===== src/rtl/fetch_stage_pkg.sv =====
// Shared fetch-stage definitions: NOP encoding, PC step, default reset vector, FSM states.
package fetch_stage_pkg;

   localparam logic [31:0] NOP_INSTR            = 32'h0000_0000;
   localparam logic [31:0] PC_INC               = 32'd4;
   localparam logic [31:0] DEFAULT_RESET_VECTOR = 32'h0000_0000;

   typedef enum logic {
      FETCH_BOOT = 1'b0,
      FETCH_RUN  = 1'b1
   } fetchState_t;

endpackage


===== src/rtl/fetch_stage_if_id_reg.sv =====
// IF/ID pipeline register: holds on ~en, inserts a bubble on clr, otherwise loads a valid instruction.
module if_id_reg
   import fetch_stage_pkg::*;
#(
   parameter int ADDR_WIDTH  = 32,
   parameter int INSTR_WIDTH = 32
) (
   input  logic                   clk,
   input  logic                   rst,
   input  logic                   en,
   input  logic                   clr,
   input  logic [INSTR_WIDTH-1:0] instrIn,
   input  logic [ADDR_WIDTH-1:0]  pcPlus4In,
   output logic [INSTR_WIDTH-1:0] instrOut,
   output logic [ADDR_WIDTH-1:0]  pcPlus4Out,
   output logic                   validOut
);

   // Stall (en low) wins over clear so a held decode slot is never silently dropped.
   always_ff @(posedge clk) begin
      if (rst) begin
         instrOut   <= INSTR_WIDTH'(NOP_INSTR);
         pcPlus4Out <= '0;
         validOut   <= 1'b0;
      end else if (en) begin
         if (clr) begin
            instrOut   <= INSTR_WIDTH'(NOP_INSTR);
            pcPlus4Out <= '0;
            validOut   <= 1'b0;
         end else begin
            instrOut   <= instrIn;
            pcPlus4Out <= pcPlus4In;
            validOut   <= 1'b1;
         end
      end
   end

endmodule


===== src/rtl/fetch_stage.sv =====
// Fetch stage: PC, boot/run FSM, instruction-memory handshake and the IF/ID register.
module fetch_stage
   import fetch_stage_pkg::*;
#(
   parameter logic [31:0] RESET_VECTOR = DEFAULT_RESET_VECTOR,
   parameter int          BOOT_CYCLES  = 4,
   parameter int          ADDR_WIDTH   = 32,
   parameter int          INSTR_WIDTH  = 32
) (
   input  logic                   clk,
   input  logic                   rst,
   input  logic                   StallF,
   input  logic                   StallD,
   input  logic                   PCSrcD,
   input  logic                   JumpD,
   input  logic [ADDR_WIDTH-1:0]  PCBranchD,
   input  logic [ADDR_WIDTH-1:0]  PCJumpD,
   input  logic [INSTR_WIDTH-1:0] imem_rd_data,
   input  logic                   imem_ready,
   output logic [ADDR_WIDTH-1:0]  imem_addr,
   output logic                   imem_req,
   output logic [ADDR_WIDTH-1:0]  PCF,
   output logic [INSTR_WIDTH-1:0] InstrD,
   output logic [ADDR_WIDTH-1:0]  PCPlus4D,
   output logic                   ValidD,
   output logic [31:0]            fetch_count
);

   localparam int                CNT_W       = (BOOT_CYCLES > 1) ? $clog2(BOOT_CYCLES) : 1;
   localparam logic [CNT_W-1:0]  BOOT_LAST   = (BOOT_CYCLES > 0) ? CNT_W'(BOOT_CYCLES - 1) : '0;
   // With no boot delay the fetcher comes out of reset already running.
   localparam fetchState_t       RESET_STATE = (BOOT_CYCLES == 0) ? FETCH_RUN : FETCH_BOOT;

   fetchState_t           state, stateNext;
   logic [CNT_W-1:0]      bootCnt, bootCntNext;
   logic                  running;
   logic                  redirect;
   logic                  accept;
   logic [ADDR_WIDTH-1:0] target;
   logic [ADDR_WIDTH-1:0] pcPlus4F;

   // Redirects only mean something once fetching has started; in BOOT decode holds bubbles.
   assign running  = (state == FETCH_RUN);
   assign redirect = running & (PCSrcD | JumpD);
   assign accept   = running & imem_ready & ~StallF;
   assign target   = JumpD ? {PCJumpD[ADDR_WIDTH-1:2], 2'b00}
                           : {PCBranchD[ADDR_WIDTH-1:2], 2'b00};
   assign pcPlus4F = PCF + ADDR_WIDTH'(PC_INC);

   assign imem_addr = PCF;

   // FSM state and boot counter registers.
   always_ff @(posedge clk) begin
      if (rst) begin
         state   <= RESET_STATE;
         bootCnt <= '0;
      end else begin
         state   <= stateNext;
         bootCnt <= bootCntNext;
      end
   end

   // Next state: count boot cycles, then stay in RUN until reset.
   always_comb begin
      stateNext   = state;
      bootCntNext = bootCnt;
      imem_req    = 1'b0;
      case (state)
         FETCH_BOOT: begin
            bootCntNext = bootCnt + CNT_W'(1);
            if (bootCnt == BOOT_LAST) stateNext = FETCH_RUN;
         end
         FETCH_RUN: begin
            imem_req = 1'b1;
         end
         default: stateNext = RESET_STATE;
      endcase
   end

   // PC update: stall beats redirect (hazard unit replays it), a redirect abandons the
   // in-flight fetch, otherwise advance only when memory delivers.
   always_ff @(posedge clk) begin
      if (rst)                PCF <= ADDR_WIDTH'(RESET_VECTOR);
      else if (StallF)        PCF <= PCF;
      else if (redirect)      PCF <= target;
      else if (accept)        PCF <= pcPlus4F;
   end

   // Count instructions that actually reach decode.
   always_ff @(posedge clk) begin
      if (rst)                                     fetch_count <= '0;
      else if (accept & ~redirect & ~StallD)       fetch_count <= fetch_count + 32'd1;
   end

   if_id_reg #(
      .ADDR_WIDTH  (ADDR_WIDTH),
      .INSTR_WIDTH (INSTR_WIDTH)
   ) uIfId (
      .clk        (clk),
      .rst        (rst),
      .en         (~StallD),
      .clr        (redirect | ~accept),
      .instrIn    (imem_rd_data),
      .pcPlus4In  (pcPlus4F),
      .instrOut   (InstrD),
      .pcPlus4Out (PCPlus4D),
      .validOut   (ValidD)
   );

endmodule


===== config.mk =====
export PLATFORM = sky130hd
export DESIGN_NAME = fetch_stage
export DESIGN_NICKNAME = d
export VERILOG_FILES = /design/src/rtl/fetch_stage_pkg.sv /design/src/rtl/fetch_stage_if_id_reg.sv /design/src/rtl/fetch_stage.sv
export SDC_FILE = /design/constraint.sdc
export NUM_CORES = 1
export LEC_CHECK = 0
export ABC_AREA = 1
export CORE_UTILIZATION = 41
export CTS_BUF_LIST = sky130_fd_sc_hd__clkbuf_8
export DETAILED_ROUTE_END_ITERATION = 10
export GPL_ROUTABILITY_DRIVEN = 0
export PLACE_DENSITY_LB_ADDON = 0.2
export REMOVE_ABC_BUFFERS = 1
export SLEW_MARGIN = 20
export SYNTH_ARGS = -nofsm -noshare
export SYNTH_HDL_FRONTEND = slang
export SYNTH_SLANG_ARGS = --single-unit

===== constraint.sdc =====
create_clock -name clk -period 1.45 [get_ports clk]
set_input_delay 0.29 -clock clk [delete_from_list [all_inputs] [get_ports clk]]
set_output_delay 0.29 -clock clk [all_outputs]
set_load 0.05 [all_outputs]

==> out/metrics.cfg <==
[yosys]
yosysSeqAreaShare_pct = 38.14
synth_top_cell_by_area = dfxtp_1
synth-main-ff-cell = dfxtp_1
synthMostInstantiatedCell = nand2_1
yosysWarnings = 0
synth_area_um2 = 6718
syn_inst = 989
synth-edff-count = 0
ys_top_cells_by_area = dfxtp_1 (38%), nand2_1 (17%), a21oi_1 (8.6%)
synth_common_cells = nand2_1 (311), dfxtp_1 (128), a21oi_1 (115), nor2_1 (92), inv_1 (69)
ys_async_sr_fraction_pct = 0
syn_area_per_cell_um2 = 6.792
synth_top_area_share_pct = 38.14
yosys.cell_types.count = 35
ys_seq_elements = 128

[global_route]
gr-usage-met3_pct = 8.036
grt_pass1_wl_mm = 40.84
gr-total-overflow = 0
antenna_found_initial = 0
track_usage_pct = 31.56
busiest_layer = met2
grt_max_degree = 49
use_met2_pct = 58.13
use_met1_pct = 34.26
grt_pass1_vias = 8307

[floorplan]
die_x_um = 130
fp.dieArea_um2 = 16900
start_util_pct = 42.14
fp.dieH_um = 130
num_rows = 46
core_um2 = 15940
io_pins = 265

[routing]
drt_first_pass_iters = 7
drc_errors = 0
drt-initial-drc-count = 1036
routed_via_density = 5.788
num_vias = 9232
wl_per_cell_um = 21.95
drtAntennaViolNets = 0
wl_mm = 35.01

[power]
peakVddDrop_mv = 0.7466
switching_share_pct = 31.47
p_clk_share_pct = 37.0
powerDensity_nw_per_um2 = 689.8
p_leak_nw = 5.511
pwr-share-comb_pct = 24.7
p_switching_mw = 3.031
seqPwrFrac_pct = 38.3
internal_power_mw = 6.600

[timing]
fmax_ghz = 0.5851
rsz0062_at_grt = yes
fin_skew_ps = 16.50
min_period_ps = 1709
setup_violations = 135
hold_viol = 0
period_share_pct = 117.9
finalWorstSetupSlack_ps = -259.1
hold_ws_ps = 296.9
slew_viol_final = 0

[min_path]
worst_hold_path_type = input pin to register
hp-start = StallD
holdPathStages = 4
holdPathEnd = uIfId.validOut

[critical_path]
rr_worst_depth = 9
ff2ff_setup_slack_ps = -260
crit_chain = nand2_1 -> nor2_1 -> nand2_2 -> nor2_4 -> nand2_2 -> nor2_4 -> nand3_2 -> nand2_1 -> nor2_1
crit_path_top_delay_cell = dfxtp_1
cpPeakStageDelay_ps = 450
crit_fanout = 5
arrival_ps = 2060
rr_endpoint = fetch_count[23]
worstPathRequired_ps = 1800
start_kind = register
criticalPathCategory = register to register
reg2reg_from = fetch_count[6]
end_kind = register

[cells_and_area]
fin_util_pct = 87.58
fin_nets = 1473
areaGrowthSynthToFinish_pct = 107.8
drive_gt1_share_pct = 46.77
post-route-cell-area_um2 = 13960
num_antenna_cells = 0

[outcome]
status = finished, violations left
violations = negative setup slack

[clock_tree]
clock-root-buffer = clkbuf_8
ctsHoldBuffers = 0
cts_buffer_depth = 2
numClockSinks = 128
cts_buffers = 17
cts_tree = yes
h-tree-depth = 4
clk_pin_slew_ps = 90
clk_latency_ps = 470

[place]
hpwl_mm = 18.41
port_buffers = 254
place_area_um2 = 11800

[job]
cap_violations = 0

[flip-flops by register name, indices dropped and copies added (netlist names)]
signal	count
uIfId.pcPlus4Out	30
uIfId.validOut	1
uIfId.instrOut	32
running	1
PCF	30
bootCnt	2
fetch_count	32
[per-layer routing]
layer | up-vias | wire (um)
met5 | - | 0
met4 | 0 | 2056
met3 | 223 | 3360
met2 | 752 | 17860
met1 | 4369 | 11730
li1 | 3888 | -
[area by class of cell]
type / instances / area [um^2]
fillers: 695 / 1981
inverters: 73 / 284.0
multi-input cells: 716 / 4468
flip-flops and latches: 128 / 2643
well taps: 216 / 270.3
repair buffers: 431 / 5863
clock inverters: 13 / 186.4
clock buffers: 18 / 247.7
[timing repair]
| action | 4_1_cts | 5_1_grt |
|---|---|---|
| pin swaps | 45 | 84 |
| resized for setup | 136 | 243 |
| setup endpoints to repair | 134 | 176 |
| setup buffers | 14 | 21 |
| gates cloned | 3 | 3 |
[cells by family after synthesis]
family | share of synthesized area (%)
AND/OR/NAND/NOR | 29.93
AO/OA/AOI/OAI | 14.16
buffers and inverters | 10.73
flip-flops | 38.14
XOR/XNOR | 2.868
multiplexers | 3.557
adder cells (fa/ha/maj) | 0.5588
other | 0.05582
[critical path, delay by kind of cell, from the launching register on]
kind / cells / cell delay [ps]
AND/OR/NAND/NOR: 9 / 1150
flip-flops: 1 / 450
[worst max-delay path by stage]
stage / cells after the start / slack, ps / to / startpoint
after global placement: 9 / -430 / uIfId.instrOut[28] / PCSrcD
after detailed placement: 9 / -470 / uIfId.instrOut[23] / PCSrcD
after global routing: 9 / -580 / fetch_count[31] / fetch_count[6]
final: 9 / -260 / fetch_count[23] / fetch_count[6]
after floorplan: 9 / -1060 / fetch_count[26] / running
after CTS: 11 / -110 / uIfId.pcPlus4Out[20] / PCF[2]
[placed cells by master, fill, tap and decap left out, types with 39 or more instances in the layout]
master           Yosys  routed
a21oi_1            115      58
a21oi_2              1      56
buf_12               0     169
buf_4               37     111
buf_6                1      46
clkdlybuf4s50_1      0      95
dfxtp_1            128      88
inv_1               69      65
nand2_1            311     242
nand2_2              2      49
nor2_1              92      71
o21ai_0             44      39
[through the flow]
step,cells,TNS (ps),setup slack [ps],power [mW]
after floorplan,917,-86560,-1061,4.530
after global placement,1526,-42330,-425.7,5.751
after detailed placement,1526,-46080,-471.2,5.785
after CTS,1574,-1334,-105.9,9.263
after global routing,1595,-19750,-581.0,9.813
final,1595,-12110,-259.1,9.631
[power groups by stage]
stage                     registers [mW]  clock network, mW  logic (mW)
after global placement              3.74                  0        2.01
after global routing                3.69               3.68        2.44
after CTS                           3.67               3.46        2.13
after floorplan                     4.17                  0       0.364
final                               3.69               3.56        2.38
after detailed placement            3.74                  0        2.04
No activity file was read; power rests on OpenSTA's default activity.
